`src/rtl/pix_lane_gen.sv`:
```
// Multi-lane raster pixel coordinate generator: each accepted beat carries LANES
// horizontally adjacent pixels (x_base..x_base+LANES-1) of row y_value.
module pix_lane_gen #(
    parameter int CNT_BITS = 10,
    parameter int LANES    = 4
) (
    input  logic                clk,
    input  logic                n_rst,
    input  logic                start,
    input  logic                clear,
    input  logic [CNT_BITS-1:0] x_max,
    input  logic [CNT_BITS-1:0] y_max,
    input  logic                out_ready,
    output logic                out_valid,
    output logic [CNT_BITS-1:0] x_base,
    output logic [CNT_BITS-1:0] y_value,
    output logic [LANES-1:0]    lane_mask,
    output logic                last,
    output logic                busy,
    output logic                done
);

    typedef enum logic [1:0] {
        ST_IDLE = 2'd0,
        ST_RUN  = 2'd1,
        ST_DONE = 2'd2
    } state_t;

    // One extra bit so x_base + offset never wraps when the frame spans 2^CNT_BITS columns.
    localparam int              SW      = CNT_BITS + 1;
    localparam logic [SW-1:0]   LANES_W = SW'(LANES);

    state_t                state_q,   state_d;
    logic [CNT_BITS-1:0]   x_base_q,  x_base_d;
    logic [CNT_BITS-1:0]   y_value_q, y_value_d;
    logic [CNT_BITS-1:0]   x_max_q,   x_max_d;
    logic [CNT_BITS-1:0]   y_max_q,   y_max_d;
    logic [LANES-1:0]      lane_mask_q, lane_mask_d;
    logic                  last_q,    last_d;
    logic                  valid_q,   valid_d;
    logic                  busy_q,    busy_d;
    logic                  done_q,    done_d;

    logic                  xfer;
    logic                  row_end;
    logic                  frame_end;

    assign xfer      = (state_q == ST_RUN) && out_ready;
    assign row_end   = (({1'b0, x_base_q} + LANES_W) > {1'b0, x_max_q});
    assign frame_end = row_end && (y_value_q == y_max_q);

    always_comb begin
        state_d   = state_q;
        x_base_d  = x_base_q;
        y_value_d = y_value_q;
        x_max_d   = x_max_q;
        y_max_d   = y_max_q;
        if (clear) begin
            state_d   = ST_IDLE;
            x_base_d  = '0;
            y_value_d = '0;
            x_max_d   = '0;
            y_max_d   = '0;
        end else begin
            unique case (state_q)
                ST_IDLE, ST_DONE: begin
                    if (start) begin
                        state_d   = ST_RUN;
                        x_base_d  = '0;
                        y_value_d = '0;
                        x_max_d   = x_max;
                        y_max_d   = y_max;
                    end
                end
                ST_RUN: begin
                    if (xfer) begin
                        if (frame_end) begin
                            state_d   = ST_DONE;
                            x_base_d  = '0;
                            y_value_d = '0;
                        end else if (row_end) begin
                            x_base_d  = '0;
                            y_value_d = y_value_q + CNT_BITS'(1);
                        end else begin
                            x_base_d  = x_base_q + CNT_BITS'(LANES);
                        end
                    end
                end
                default: state_d = ST_IDLE;
            endcase
        end
    end

    // Beat qualifiers are computed from the next coordinates so they register alongside them.
    generate
        for (genvar gi = 0; gi < LANES; gi++) begin : g_lane
            assign lane_mask_d[gi] = (state_d == ST_RUN) &&
                                     (({1'b0, x_base_d} + SW'(gi)) <= {1'b0, x_max_d});
        end
    endgenerate

    assign last_d  = (state_d == ST_RUN) &&
                     (({1'b0, x_base_d} + LANES_W) > {1'b0, x_max_d}) &&
                     (y_value_d == y_max_d);
    assign valid_d = (state_d == ST_RUN);
    assign busy_d  = (state_d == ST_RUN);
    assign done_d  = (state_d == ST_DONE);

    always_ff @(posedge clk or negedge n_rst) begin
        if (!n_rst) begin
            state_q     <= ST_IDLE;
            x_base_q    <= '0;
            y_value_q   <= '0;
            x_max_q     <= '0;
            y_max_q     <= '0;
            lane_mask_q <= '0;
            last_q      <= 1'b0;
            valid_q     <= 1'b0;
            busy_q      <= 1'b0;
            done_q      <= 1'b0;
        end else begin
            state_q     <= state_d;
            x_base_q    <= x_base_d;
            y_value_q   <= y_value_d;
            x_max_q     <= x_max_d;
            y_max_q     <= y_max_d;
            lane_mask_q <= lane_mask_d;
            last_q      <= last_d;
            valid_q     <= valid_d;
            busy_q      <= busy_d;
            done_q      <= done_d;
        end
    end

    assign out_valid = valid_q;
    assign x_base    = x_base_q;
    assign y_value   = y_value_q;
    assign lane_mask = lane_mask_q;
    assign last      = last_q;
    assign busy      = busy_q;
    assign done      = done_q;

endmodule
```
`config.mk`:
```
export PLATFORM = sky130hd
export DESIGN_NAME = pix_lane_gen
export DESIGN_NICKNAME = d
export VERILOG_FILES = /design/src/rtl/pix_lane_gen.sv
export SDC_FILE = /design/constraint.sdc
export NUM_CORES = 1
export LEC_CHECK = 0
export ABC_AREA = 1
export ABC_CLOCK_PERIOD_IN_PS = 10400
export CORE_MARGIN = 1.5
export CORE_UTILIZATION = 42
export DETAILED_ROUTE_END_ITERATION = 10
export PLACE_DENSITY_LB_ADDON = 0.3
export SYNTH_ARGS = -nofsm -noshare
export SYNTH_HDL_FRONTEND = slang
export SYNTH_SLANG_ARGS = --single-unit
```
`constraint.sdc`:
```
create_clock -name clk -period 10.4 [get_ports clk]
set_input_delay 2.08 -clock clk [delete_from_list [all_inputs] [get_ports clk]]
set_output_delay 2.08 -clock clk [all_outputs]
set_load 0.02 [all_outputs]
```
* Yosys cells after proc, flatten, opt, wreduce, memory -nomap -nowiden
Index checks and enable logic that the tools add are counted.
** Storage, ports and cells
- Logic and storage cells :: 61
- Register bits :: 49
** Operators by class
- Muxes and demuxes :: 23
- Magnitude comparators :: 6
- Equality and inequality tests :: 6
- Reduce and logical (&&, ||, !) cells :: 10
- Add/subtract/negate cells :: 7
** Operator list (count)
- 10-bit 2-to-1 mux :: 16
- 10-bit case mux with 2 select lines :: 2
- 11-bit by 10-bit <= comparator with 1-bit output :: 3
- 10-bit by 2-bit adder with 11-bit output (second input constant) :: 2
- 10-bit by 3-bit adder with 11-bit output (second input constant) :: 2
- 11-bit by 10-bit greater-than comparator with 1-bit output :: 2
- 10-bit == test :: 2
- 10-bit by 1-bit adder with 11-bit output (second input constant) :: 1
- 10-bit by 1-bit adder with 10-bit output (second input constant) :: 1
- 10-bit by 3-bit adder with 10-bit output (second input constant) :: 1
- 10-bit <= comparator :: 1
- 1-bit logical AND :: 8
- 2-bit 2-to-1 mux :: 4
- 2-bit by 1-bit == test with 1-bit output (second input constant) :: 2
- 2-bit == test (second input constant) :: 2
- 2-bit case mux with 2 select lines :: 1
- 2-bit zero test :: 1
- 2-bit OR reduction :: 1

* Depth between registers and ports, before layout
Gate-level depths: netlist of run 1.
- Word-level depth :: 11
- Mapped depth :: 35
- Mapped depth without buffers :: 35

* Worst setup path after synthesis of run 1
No wires, ideal clock.
- Kind :: input port to flip-flop
- Start point :: in out_ready
- End point :: reg lane_mask_q[3] (netlist: lane_mask[3])
- Arrival :: 5.096 ns
- Slack :: 5.191 ns
- Library setup time :: 0.113 ns
- Cell stages on the path :: 22
- Path buffers :: 2
- Path through :: clkbuf_2 inv_1 nor2_4 clkbuf_1 a31oi_1 nor2_2 ha_1 nand3_1 nor2_4 nand2_1 xor2_1 ha_1 nand2_1 inv_1 nand3_1 o21a_1 o21ai_0 a21oi_1 a21oi_1 nor2_1 nand2_1 inv_1
** Between the ends
- Cells in the longest elaborated chain, start to end :: 7
- Elaborated cells between the ends (all ways) :: 11
- Those cells by class :: add/sub (1); order compare (1); eq/ne (1); mux (6); reduce/logical (2)
** Ends and longest elaborated chain
- start: declaration :: line 13 : input logic out_ready,
- 1-bit logical AND :: line 48 : assign xfer = (state_q == ST_RUN) && out_ready;
- 10-bit 2-to-1 mux :: line 76 : if (xfer) begin
- 10-bit case mux with 2 select lines :: line 65 : unique case (state_q)
- 10-bit 2-to-1 mux :: line 58 : if (clear) begin
- via x_base_d[2] :: line 34 : logic [CNT_BITS-1:0] x_base_q, x_base_d;
- 10-bit by 2-bit adder with 11-bit output :: line 98 : (({1'b0, x_base_d} + SW'(gi)) <= {1'b0, x_max_d});
- 11-bit by 10-bit <= comparator with 1-bit output :: line 98
- 1-bit logical AND :: line 97 : assign lane_mask_d[gi] = (state_d == ST_RUN) &&
- via lane_mask_d[3] :: line 38 : logic [LANES-1:0] lane_mask_q, lane_mask_d;
- end signal: assignment :: line 127 : lane_mask_q <= lane_mask_d;
- end: declaration :: line 38
The timed path passes the listed nets, and every way through them passes these cells.

* Final worst setup path of run 1
Same ends and word-level chain as after synthesis.

==> metrics.cfg, run 1 <==
[run_status]
status = complete, no violations

[synthesis]
synth-compound-area-share_pct = 9.65
synth_top_area_share_pct = 23.8
synth_top_family_by_area = simple AND/OR/NAND/NOR gates
ys.flop_type = dfrtp_1
synthSimpleGateAreaFrac_pct = 35.7
yosysMostFrequentCell = nand2_1
synthesis.nets = 850
synthDistinctLibCells = 47
ys_seq_area_share_pct = 23.8
synthCells = 762
synthTopCellsByArea = dfrtp_1 24%, ha_1 15%, nand2_1 14%
synth_largest_area_cell = dfrtp_1
synth_fa_ha_area_share_pct = 15.3
netlist_area_um2 = 5160
synth_edf_count = 0
synthArstFlopShare_pct = 100
synth_common_cells = 198 x nand2_1, 112 x inv_1, 66 x nor2_1
synthXorXnorAreaFrac_pct = 4.75
synth_seq_cells = 49
synthMuxAreaShare_pct = 0
ys_warn_count = 0
syn_area_per_cell_um2 = 6.77

[drt]
wl_per_cell_um = 15.0
antenna_left = 0
viasPerCell = 5.19
first_iter_violations = 427
vias = 4961
drt-pass1-iter-count = 5
wirelength_mm = 14.3
drc_errors = 0

[min_path]
hold_path_depth = 2
min-delay-start = y_max_q[7]
hold_path_end = y_max_q[7]
hold_path_class = flip-flop to flip-flop

[clock_network]
clk_pin_slew_ns = 0.07
numCtsBuffers = 5
clockRootBuffer = clkbuf_16
h-tree-depth = 2
clock_sinks = 49
cts_tree = yes
cts_max_path_buffers = 2
cts_setup_buffers = 0
cts_resized = 0
holdBufCountCts = 0
insertion_delay_ns = 0.30

[sta]
finalHoldViolCount = 0
rsz0062_at_grt = false
fin_worst_skew_ns = 0.0122
finalSetupViolCount = 0
timing.hold.ws_ns = 0.582
slew_viol_final = 0
clock.fmax_mhz = 164
min_period_ns = 6.10
slew_headroom_pct = 50.4
tightest_slew_ns = 0.741
fin_tns_setup_ns = 0
finalCritPeriodShare_pct = 58.6

[worst_setup_path]
path_class = input pin to flip-flop
cp_slowest_cell = clkdlybuf4s50_1
worstSetupStartpointType = input pin
crit_family = simple AND/OR/NAND/NOR gates
critPathBufInv = 6
r2r_cells = 30
reg2reg_from = x_base[4]
cp_max_fo = 15
cp_data_required_time_ns = 10.65
worst_r2r_endpoint = lane_mask[3]
end_kind = flip-flop
startpoint = out_ready
critPathArrivalTime_ns = 6.35
rrSetupSlack_ns = 5.31
cp_common_cell = inv_1
max_stage_delay_ns = 0.67

[placement]
dpl.hpwl_mm = 11.3
dpl-instance-area_um2 = 5800
gp_congestion = 0.972
placed_cells = 948
portBuffers = 52

[power]
p_int_mw = 0.390
leakage_nw = 3.15
p_sw_mw = 0.246
combPwrFrac_pct = 39.3
ir_worst_vdd_uv = 58.8
switching_share_pct = 38.7
p_per_area_nw_per_um2 = 107
pwr-share-seq_pct = 33.8
clkPwrFrac_pct = 26.9

[die]
rows = 40
initial_core_util_pct = 43.0
coreArea_um2 = 12000
chipWidth_um = 114
io_pins = 53
die-area_um2 = 13000
die_y_um = 114

[final_layout]
fin_nets = 896
drive_gt1_share_pct = 8.17
diodes = 0
stdcell_area_um2 = 5950
fin_cells = 955
syn2layout_area_growth_pct = 15.2

[global_route]
grt-ovfl-total = 0
grt_pass1_wl_mm = 23.3
grt_max_degree = 50
globalRouteTotalUtil_pct = 22.9
antenna_found_initial = 0
grt_pass1_vias = 4622

[run]
cap_viol_max_count = 0

## worst max-delay path by stage
stage          cells after the start  slack (ns)            to
2_1_floorplan                     22        5.19  lane_mask[3]
3_3_place_gp                      25        4.13  lane_mask[3]
3_5_place_dp                      25        4.03  lane_mask[3]
4_1_cts                           25        4.33  lane_mask[3]
5_1_grt                           25        3.87  lane_mask[3]
6_report                          25        4.30  lane_mask[3]
## flip-flops by register name (all words and copies together), names as in the netlist
name,count
x_max_q,10
y_max_q,10
last,1
state_q,2
y_value,10
x_base,10
busy,1
lane_mask,4
done,1
## worst register-to-register path: cells and delay by family (launching register included)
kind	cells	cell delay [ns]
AO/OA/AOI/OAI	6	0.80
XOR/XNOR	2	0.34
adder cells (fa/ha/maj)	3	0.87
buffers and inverters	3	0.26
flip-flops	1	0.49
AND/OR/NAND/NOR	16	2.29
## stage by stage
stage	setup WS [ns]	total power [mW]	util [%]
after CTS	4.33	0.638	49.5
final	4.30	0.637	49.5
after detailed placement	4.03	0.467	48.3
after global placement	4.13	0.465	48.3
after floorplan	5.19	0.394	-
after global routing	3.87	0.681	49.5
## layout by cell type (no fill, tap or decap), types with 3 or more instances in the layout
cell type / count
nor2_4: 8
nand3_1: 61
clkbuf_16: 5
nand2_1: 198
nor3_1: 21
nor2_2: 9
nor2_1: 66
xnor2_1: 4
inv_1: 112
xor2_1: 24
o21ai_0: 18
buf_4: 3
inv_2: 12
nand3_2: 8
ha_1: 63
nand3b_1: 3
a21oi_1: 40
clkdlybuf4s50_1: 51
nand4_1: 7
dfrtp_1: 49
nand2_4: 5
o211ai_1: 3
nand2_2: 4
## cell type report
class                           count  area [um2]
Fill cell                        1212        6060
Multi-Input combinational cell    571        3380
Sequential cell                    49        1230
Timing Repair Buffer               55         538
Inverter                          126         480
Tap cell                          147         184
Clock buffer                        7         143
## power by group through the flow
stage | registers [mW] | clock network, mW | logic (mW)
floorplan | 0.223 | 0 | 0.171
global placement | 0.219 | 0 | 0.246
detailed placement | 0.219 | 0 | 0.248
CTS | 0.215 | 0.174 | 0.249
global route | 0.217 | 0.180 | 0.285
finish | 0.215 | 0.172 | 0.250
## kinds of logic (layout without fill, tap and decap cells)
| kind of cell | after synthesis | count (layout) |
|---|---|---|
| AO/OA/AOI/OAI | 83 | 83 |
| XOR/XNOR | 28 | 28 |
| adder cells (fa/ha/maj) | 63 | 63 |
| buffers and inverters | 142 | 188 |
| flip-flops | 49 | 49 |
| AND/OR/NAND/NOR | 397 | 397 |
## layer usage
layer | track usage (%) | part of all wire [%] | vias to the layer above
li1 | - | - | 2531
met1 | 33.2 | 48 | 2267
met2 | 36.2 | 44 | 149
met3 | 2.71 | 5.9 | 14
met4 | 6.25 | 1.7 | 0
met5 | 0 | 0 | -
Power figures use the tool's default switching activity.
==> run 2: changes to the inputs <==
Settings changed: ABC_CLOCK_PERIOD_IN_PS 10400 to 5760.
Clock period 10.4 ns to 5.76 ns, I/O delays scaled along.
==> metrics.cfg, run 2 (synthesis results as in run 1) <==
[placement]
dpl-instance-area_um2 = 5840  ; +0.65%
placed_cells = 953  ; +0.53%
dpl.hpwl_mm = 11.6  ; +2.2%
portBuffers = 52  ; unchanged
gp_congestion = 0.954  ; -1.8%

[worst_setup_path]
path_class = flip-flop to flip-flop
worst_r2r_endpoint = lane_mask[2]
worstSetupStartpointType = flip-flop
cp_max_fo = 11  ; -4
cp_slowest_cell = nor2_2
reg2reg_from = x_base[4]
end_kind = flip-flop
critPathArrivalTime_ns = 5.28  ; -1.07 ns
r2r_cells = 28  ; -6.7%
cp_data_required_time_ns = 5.96  ; -4.69 ns
max_stage_delay_ns = 0.48  ; -0.19 ns
rrSetupSlack_ns = 0.68  ; -4.63 ns
cp_common_cell = nor2_2

[clock_network]
cts_max_path_buffers = 2  ; unchanged
clk_pin_slew_ns = 0.07  ; about the same
insertion_delay_ns = 0.30  ; about the same
clock_sinks = 49  ; unchanged
numCtsBuffers = 5  ; unchanged
cts_resized = 0  ; unchanged
cts_tree = yes
h-tree-depth = 2  ; unchanged
holdBufCountCts = 0  ; unchanged
cts_setup_buffers = 0  ; unchanged
clockRootBuffer = clkbuf_16

[final_layout]
syn2layout_area_growth_pct = 16.9
drive_gt1_share_pct = 8.97  ; +0.80 points
final_cell_mix = 198 x nand2_1, 112 x inv_1, 66 x nor2_1, 63 x ha_1, 61 x nand3_1
nFillCells = 1221  ; +0.74%
multi_input_area_um2 = 3380  ; unchanged
fin_cells = 961  ; +0.63%
diodes = 0  ; unchanged
layout_commonest_cell = nand2_1
stdcell_area_um2 = 6030  ; +1.4%
seqCellArea_um2 = 1230  ; unchanged
fin_nets = 901  ; +0.56%

[power]
p_sw_mw = 0.454  ; +84%
pwr-share-seq_pct = 31.3  ; -2.5 points
p_per_area_nw_per_um2 = 205  ; +92%
combPwrFrac_pct = 36.9  ; -2.4 points
leakage_nw = 3.19  ; +1.5%
switching_share_pct = 36.6  ; -2.1 points
clkPwrFrac_pct = 31.8  ; +4.9 points
p_int_mw = 0.785  ; +100%
ir_worst_vdd_uv = 108  ; +84%

[sta]
min_period_ns = 5.08
tightest_slew_ns = 0.664  ; -0.0769 ns
fin_tns_setup_ns = 0  ; unchanged
slew_viol_final = 0  ; unchanged
rsz0062_at_grt = false
slew_headroom_pct = 55.7  ; +5.3 points
finalHoldViolCount = 0  ; unchanged
timing.hold.ws_ns = 0.580  ; -0.00198 ns
finalCritPeriodShare_pct = 88.2
fin_worst_skew_ns = 0.00567  ; -0.00649 ns
clock.fmax_mhz = 197
finalSetupViolCount = 0  ; unchanged

[drt]
drc_errors = 0  ; unchanged
drt-pass1-iter-count = 5  ; unchanged
wl_per_cell_um = 15.1  ; +0.90%
vias = 4987  ; +0.52%
wirelength_mm = 14.5  ; +1.5%
first_iter_violations = 445  ; +4.2%
viasPerCell = 5.19  ; -0.10%
antenna_left = 0  ; unchanged

[global_route]
grt_max_degree = 50  ; unchanged
grt_pass1_vias = 4596  ; -0.56%
globalRouteTotalUtil_pct = 23.7  ; +0.79 points
grt_pass1_wl_mm = 23.9  ; +2.6%
met3_usage_pct = 3.45  ; +0.74 points
met1_usage_pct = 33.8  ; +0.60 points
grt-ovfl-total = 0  ; unchanged
antenna_found_initial = 0  ; unchanged
grt-busiest-layer = met2
use_met2_pct = 38.2  ; +2.0 points

[min_path]
min-delay-start = x_max_q[3]
hold_path_end = x_max_q[3]
hold_path_class = flip-flop to flip-flop
hold_path_depth = 2  ; unchanged

[die]
rows = 40  ; unchanged
initial_core_util_pct = 43.0  ; unchanged
io_pins = 53  ; unchanged
die_y_um = 114  ; unchanged
chipWidth_um = 114  ; unchanged
coreArea_um2 = 12000  ; unchanged
die-area_um2 = 13000  ; unchanged

[run_status]
status = complete, no violations

[run]
cap_viol_max_count = 0  ; unchanged

run 2: cell types whose count changed in the layout (fill, tap and decap cells not counted):
cell,change
clkinv_2,+1
buf_4,+5
clkbuf_1,-1
clkbuf_8,-1
bufinv_16,+2
run 2: layout make-up:
type                            count  share of cell area (%)
Tap cell                          147                    3.05
Multi-Input combinational cell    571                    56.0
Inverter                          126                    7.97
Clock inverter                      3                    1.08
Clock buffer                        5                    2.07
Sequential cell                    49                    20.3
Timing Repair Buffer               60                    9.54
run 2: worst max-delay path, delay by kind of cell, from the launching register on:
kind / cells / cell delay [ns]
buffers and inverters: 4 / 0.29
AO/OA/AOI/OAI: 4 / 0.61
adder cells (fa/ha/maj): 3 / 0.88
AND/OR/NAND/NOR: 15 / 2.34
flip-flops: 1 / 0.46
XOR/XNOR: 2 / 0.36
run 2: per-layer routing:
metal | share of wire (%) | vias up
li1 | - | 2561
met1 | 48 | 2289
met2 | 45 | 124
met3 | 4.9 | 13
met4 | 1.2 | 0
met5 | 0 | -
run 2: power by group through the flow:
stage	clock network, mW	logic, mW	registers [mW]
finish	0.395	0.457	0.388
global route	0.416	0.517	0.391
CTS	0.402	0.456	0.387
detailed placement	0	0.453	0.394
global placement	0	0.451	0.394
floorplan	0	0.308	0.403
run 2: stage by stage:
| step | setup slack (ns) | util [%] | power, mW |
|---|---|---|---|
| 2_1_floorplan | 1.22 | - | 0.711 |
| 3_3_place_gp | 0.659 | 48.6 | 0.844 |
| 3_5_place_dp | 0.589 | 48.6 | 0.847 |
| 4_1_cts | 0.651 | 50.2 | 1.25 |
| 5_1_grt | 0.0889 | 50.2 | 1.32 |
| 6_report | 0.681 | 50.2 | 1.24 |
run 2: worst max path at each step:
| stage | to | slack, ns | depth (start not counted) | from |
|---|---|---|---|---|
| 2_1_floorplan | lane_mask[3] | 1.22 | 31 | x_base[4] |
| 3_3_place_gp | lane_mask[2] | 0.66 | 19 | out_ready |
| 3_5_place_dp | lane_mask[2] | 0.59 | 19 | out_ready |
| 4_1_cts | lane_mask[2] | 0.65 | 28 | x_base[4] |
| 5_1_grt | lane_mask[2] | 0.09 | 28 | x_base[4] |
| 6_report | lane_mask[2] | 0.68 | 28 | x_base[4] |
